$ cat src/rtl/uart_rx_fifo.sv
`default_nettype none
// ============================================================================
// Module   : uart_rx_fifo
// Brief    : First-word-fall-through receive buffer behind the UART receiver,
//            with fill level, sticky overrun flag and threshold interrupt.
// Revision : 1.0
// ============================================================================
module uart_rx_fifo #(
    parameter int DATA_BITS = 8,
    parameter int ADDR_BITS = 4,
    parameter int THRESHOLD = 8
) (
    input  logic                 i_clk,
    input  logic                 i_rst,
    input  logic                 i_data_ready,
    input  logic [DATA_BITS-1:0] i_data,
    input  logic                 i_rd_en,
    output logic                 o_rd_valid,
    output logic [DATA_BITS-1:0] o_rd_data,
    input  logic                 i_flush,
    input  logic                 i_clr_overrun,
    output logic                 o_overrun,
    output logic [ADDR_BITS:0]   o_count,
    output logic                 o_full,
    output logic                 o_irq
);

    localparam int                 DEPTH    = 2 ** ADDR_BITS;
    localparam logic [ADDR_BITS:0] C_DEPTH  = (ADDR_BITS + 1)'(DEPTH);
    localparam logic [ADDR_BITS:0] C_THRESH = (ADDR_BITS + 1)'(THRESHOLD);

    logic [DATA_BITS-1:0] mem_q [DEPTH];

    logic [ADDR_BITS-1:0] wr_ptr_q, wr_ptr_d;
    logic [ADDR_BITS-1:0] rd_ptr_q, rd_ptr_d;
    logic [ADDR_BITS:0]   count_q,  count_d;
    logic                 overrun_q, overrun_d;

    logic w_full;
    logic w_pop;
    logic w_push;
    logic w_ovf;

    assign w_full = (count_q == C_DEPTH);
    assign w_pop  = i_rd_en && (count_q != '0);
    // A full FIFO still accepts a word when the head leaves in the same cycle.
    assign w_push = i_data_ready && (!w_full || w_pop);
    assign w_ovf  = i_data_ready && w_full && !w_pop;

    always_comb begin
        wr_ptr_d  = wr_ptr_q;
        rd_ptr_d  = rd_ptr_q;
        count_d   = count_q;
        overrun_d = overrun_q;

        if (i_flush) begin
            wr_ptr_d = '0;
            rd_ptr_d = '0;
            count_d  = '0;
        end else begin
            if (w_push) begin
                wr_ptr_d = wr_ptr_q + 1'b1;
            end
            if (w_pop) begin
                rd_ptr_d = rd_ptr_q + 1'b1;
            end
            case ({w_push, w_pop})
                2'b10:   count_d = count_q + 1'b1;
                2'b01:   count_d = count_q - 1'b1;
                default: count_d = count_q;
            endcase
        end

        // A fresh overflow outranks a clear in the same cycle.
        if (w_ovf) begin
            overrun_d = 1'b1;
        end else if (i_clr_overrun) begin
            overrun_d = 1'b0;
        end
    end

    always_ff @(posedge i_clk or posedge i_rst) begin
        if (i_rst) begin
            wr_ptr_q  <= '0;
            rd_ptr_q  <= '0;
            count_q   <= '0;
            overrun_q <= 1'b0;
        end else begin
            wr_ptr_q  <= wr_ptr_d;
            rd_ptr_q  <= rd_ptr_d;
            count_q   <= count_d;
            overrun_q <= overrun_d;
        end
    end

    always_ff @(posedge i_clk) begin
        if (w_push && !i_flush) begin
            mem_q[wr_ptr_q] <= i_data;
        end
    end

    assign o_rd_valid = (count_q != '0);
    assign o_rd_data  = mem_q[rd_ptr_q];
    assign o_overrun  = overrun_q;
    assign o_count    = count_q;
    assign o_full     = w_full;
    assign o_irq      = (count_q >= C_THRESH) || overrun_q;

endmodule
`default_nettype wire

$ cat config.mk
export PLATFORM = sky130hd
export DESIGN_NAME = uart_rx_fifo
export DESIGN_NICKNAME = d
export VERILOG_FILES = /design/src/rtl/uart_rx_fifo.sv
export SDC_FILE = /design/constraint.sdc
export NUM_CORES = 1
export LEC_CHECK = 0
export ABC_AREA = 1
export ABC_CLOCK_PERIOD_IN_PS = 3000
export BUFFER_PORTS_ARGS = -buffer_cell sky130_fd_sc_hd__buf_2
export CORE_ASPECT_RATIO = 0.75
export CORE_MARGIN = 2
export CORE_UTILIZATION = 40
export CTS_BUF_LIST = sky130_fd_sc_hd__clkbuf_16
export DETAILED_ROUTE_END_ITERATION = 12
export GPL_TIMING_DRIVEN = 0
export MAX_ROUTING_LAYER = met4
export PLACE_DENSITY_LB_ADDON = 0.05
export SYNTH_ARGS = -nofsm -noshare
export SYNTH_HDL_FRONTEND = slang
export SYNTH_SLANG_ARGS = --single-unit
export TNS_END_PERCENT = 5
$ cat constraint.sdc
create_clock -name i_clk -period 3 [get_ports i_clk]
set_clock_uncertainty 0.15 [all_clocks]
set_input_delay 0.45 -clock i_clk [delete_from_list [all_inputs] [get_ports i_clk]]
set_output_delay 0.45 -clock i_clk [all_outputs]
set_load 0.02 [all_outputs]
==> impl_metrics.csv <==
group,metric,value,unit
outcome,status,"complete, no violations",
synth,synth_largest_area_cell,"edfxtp_1",
clock_tree,root_buffer,"clkbuf_16",
route,final_antenna_net_count,0,
sta,relSlewSlack,35.6,%
worst_setup_path,reg2regPathDepth,6,
sta,tightest_slew,0.962,ns
route,dr_total_vias,4061,
synth,synth_area_leaders,"edfxtp_1 (63%), nor2_1 (7.0%), dfrtp_1 (5.8%), o21ai_0 (3.9%), o211ai_1 (3.9%)",
worst_setup_path,critPathBufInv,3,
sta,period_minus_slack,2.90,ns
route,via_per_inst,5.19,
global_routing,grt_start_max_net_pins,17,
power,seqPwrFrac,40.0,%
worst_setup_path,crit_family,"buffers and inverters",
synth,synth_edf_count,128,
clock_tree,tritoncts,"built",
worst_setup_path,crit_type,"flip-flop to output port",
sta,finalSetupViolations,0,
worst_setup_path,crit_cells,7,
worst_setup_path,cp_cell_sequence,"buf_2 > clkbuf_1 > o21ai_0 > o211ai_1 > nand3_1 > nand2_1 > buf_2",
synth,synth_area_per_cell,11.8,µm²
floorplan,io_pins,31,
worst_setup_path,slowest_stage,"clkbuf_1",
global_routing,grt_pass1_wl,24.1,mm
power,p_sw_share,31.4,%
floorplan,initial_core_util,40.4,%
synth,yosys_warnings,0,
sta,max_freq,0.345,GHz
sta,fin_crit_sh,96.5,%
place,pre_cts_ws,0.422,ns
worst_setup_path,worst_ep_arrival_time,2.30,ns
clock_tree,clk_transition_reported_paths,0.06,ns
clock_tree,postCtsSetupBuffers,0,
finish,syn_to_final_growth,16.2,%
sta,final_max_slew_viol_count,0,
floorplan,die_x,146,µm
route,wl_per_cell,20.6,µm
clock_tree,clk_latency,0.43,ns
synth,ys_seq_elements,142,
synth,async_flop_share,9.86,%
finish,seq_area,4190,µm²
finish,diodes,0,
sta,setup-tns-final,0,ns
worst_setup_path,cpMostUsedCell,"buf_2",
floorplan,die_h,111,µm
place,dp.final_hpwl,10.8,mm
power,ir_drop,0.414,mV
clock_tree,clock-sinks,142,
synth,synth_cell_types,30,
global_routing,grt_antenna_before_repair,0,
finish,nNetsFinal,588,
global_routing,track_usage,21.6,%
hold_path,worstHoldPathCells,2,
place,place.gp.congestion,0.819,
finish,final_layout_size_suffix_gt1_share,15.7,%
power,switchingPower,0.00178,W
job,maxCapViolCount,0,
sta,rsz0062_at_grt,"yes",
power,p_clk_share,36.3,%
power,p_leak,2.60,nW
clock_tree,h-tree-depth,4,
clock_tree,cts_buffers,17,
synth,yosysMostFrequentCell,"edfxtp_1",
floorplan,fp.coreArea,15100,µm²
sta,fin_hold_ws,0.0452,ns
worst_setup_path,crit_fanout,10,
sta,worst_slack,0.104,ns
synth,synth_top_area_share,63.1,%
synth,synth_nets,538,
synth,syn-cell-area,6090,µm²
power,p_comb_share,23.7,%
worst_setup_path,cp-start-kind,"flip-flop",
route,firstDrtPassIters,5,
power,intPower,0.00388,W
floorplan,die_area,16200,µm²
worst_setup_path,cpPeakStageDelay,0.38,ns
synth,synthCells,515,
sta,hold_viol,0,
finish,multiInputGateArea,1670,µm²
worst_setup_path,critPathCaptureType,"output port",
hold_path,hp-class,"input port to flip-flop",
route,routed_wirelength,16.1,mm
finish,fillers,1381,
synth,synth_flop_cell,"edfxtp_1",
route,drc,0,
power,p_per_area,800,nW/µm²
worst_setup_path,required,2.40,ns
global_routing,grt_pass1_vias,3889,
place,port_buffers,30,
clock_tree,cts_buffer_depth,2,
global_routing,grt_overflow,0,
finish,fin_util,46.9,%
synth,ys_seq_area_share,68.9,%
synth,synth.top_cells.by_count,"edfxtp_1 (128), nor2_1 (114), o21ai_0 (48)",
power,power,0.00566,W
route,drt_iter0_drc,369,
floorplan,row_count,39,
==> path summary, 6_finish.rpt <==
check	from	end	slack, ns
max	rd_ptr_q[0]	o_rd_data[1]	0.10
min	i_clr_overrun	o_overrun	0.05
max reg2reg	o_count[1]	mem_q[13][1]	0.44
min reg2reg	o_overrun	o_overrun	0.40
max in group asynchronous	i_rst	rd_ptr_q[2]	1.78
min in group asynchronous	i_rst	wr_ptr_q[3]	0.50
==> area by class of cell <==
type | count | share of cell area [%]
clock buffers | 17 | 6.01
plain buffers | 25 | 1.77
well taps | 205 | 3.62
flip-flops and latches | 142 | 59.3
inverters | 27 | 1.43
multi-input cells | 321 | 23.6
clock inverters | 15 | 2.00
repair buffers | 31 | 2.26
==> power groups by stage <==
| stage | clock, W | sequential [W] | combinational, W |
|---|---|---|---|
| after global routing | 0.00215 | 0.00227 | 0.00148 |
| after floorplan | 0 | 0.00232 | 0.000848 |
| after detailed placement | 0 | 0.00230 | 0.00134 |
| after global placement | 0 | 0.00230 | 0.00133 |
| after CTS | 0.00207 | 0.00226 | 0.00134 |
| final | 0.00206 | 0.00226 | 0.00134 |
==> routing by layer <==
metal / global-route usage, % / share of wire, % / vias up
li1: - / - / 1935
met5: - / 0 / -
met2: 28.2 / 41 / 118
met1: 32.7 / 52 / 1982
met3: 5.35 / 5.5 / 26
met4: 7.31 / 1.9 / 0
==> timing repair <==
item	in CTS	in global routing
gates resized for setup	0	3
setup endpoints to repair	0	4
hold endpoints to repair	14	0
hold buffers	1	0
==> sequential cells by signal (all words and copies together) (netlist names) <==
name and count:
mem_q 128, o_overrun 1, o_count 5, wr_ptr_q 4, rd_ptr_q 4
==> per-stage QoR <==
step                instance area (µm²)  instances
global placement                   6500        750
floorplan                          6090        515
global route                       7080        783
CTS                                7070        783
finish                             7080        783
detailed placement                 6500        750
==> kinds of logic (layout without fill, tap and decap cells) <==
logic type	after synthesis	after routing	share of synthesized area, %
AND/OR/NAND/NOR	198	198	14.3
flip-flops	142	142	68.9
AO/OA/AOI/OAI	111	111	10.8
buffers and inverters	52	115	3.66
adder cells (fa/ha/maj)	9	9	1.97
XOR/XNOR	3	3	0.432
==> worst reg2reg max path, delay by kind of cell, from the launching register on <==
family	cells	cell delay, ns
flip-flops	1	0.48
AND/OR/NAND/NOR	6	1.55
==> placed cells by master (no fill, tap or decap), types with 17 or more instances in the layout <==
cell       instances
edfxtp_1         128
o21ai_1           18
buf_2             45
nand3_1           30
o211ai_1          32
o21ai_0           48
clkbuf_16         17
inv_1             26
nor2_1           114
nand2_1           40
No activity file was read; power rests on OpenSTA's default activity.
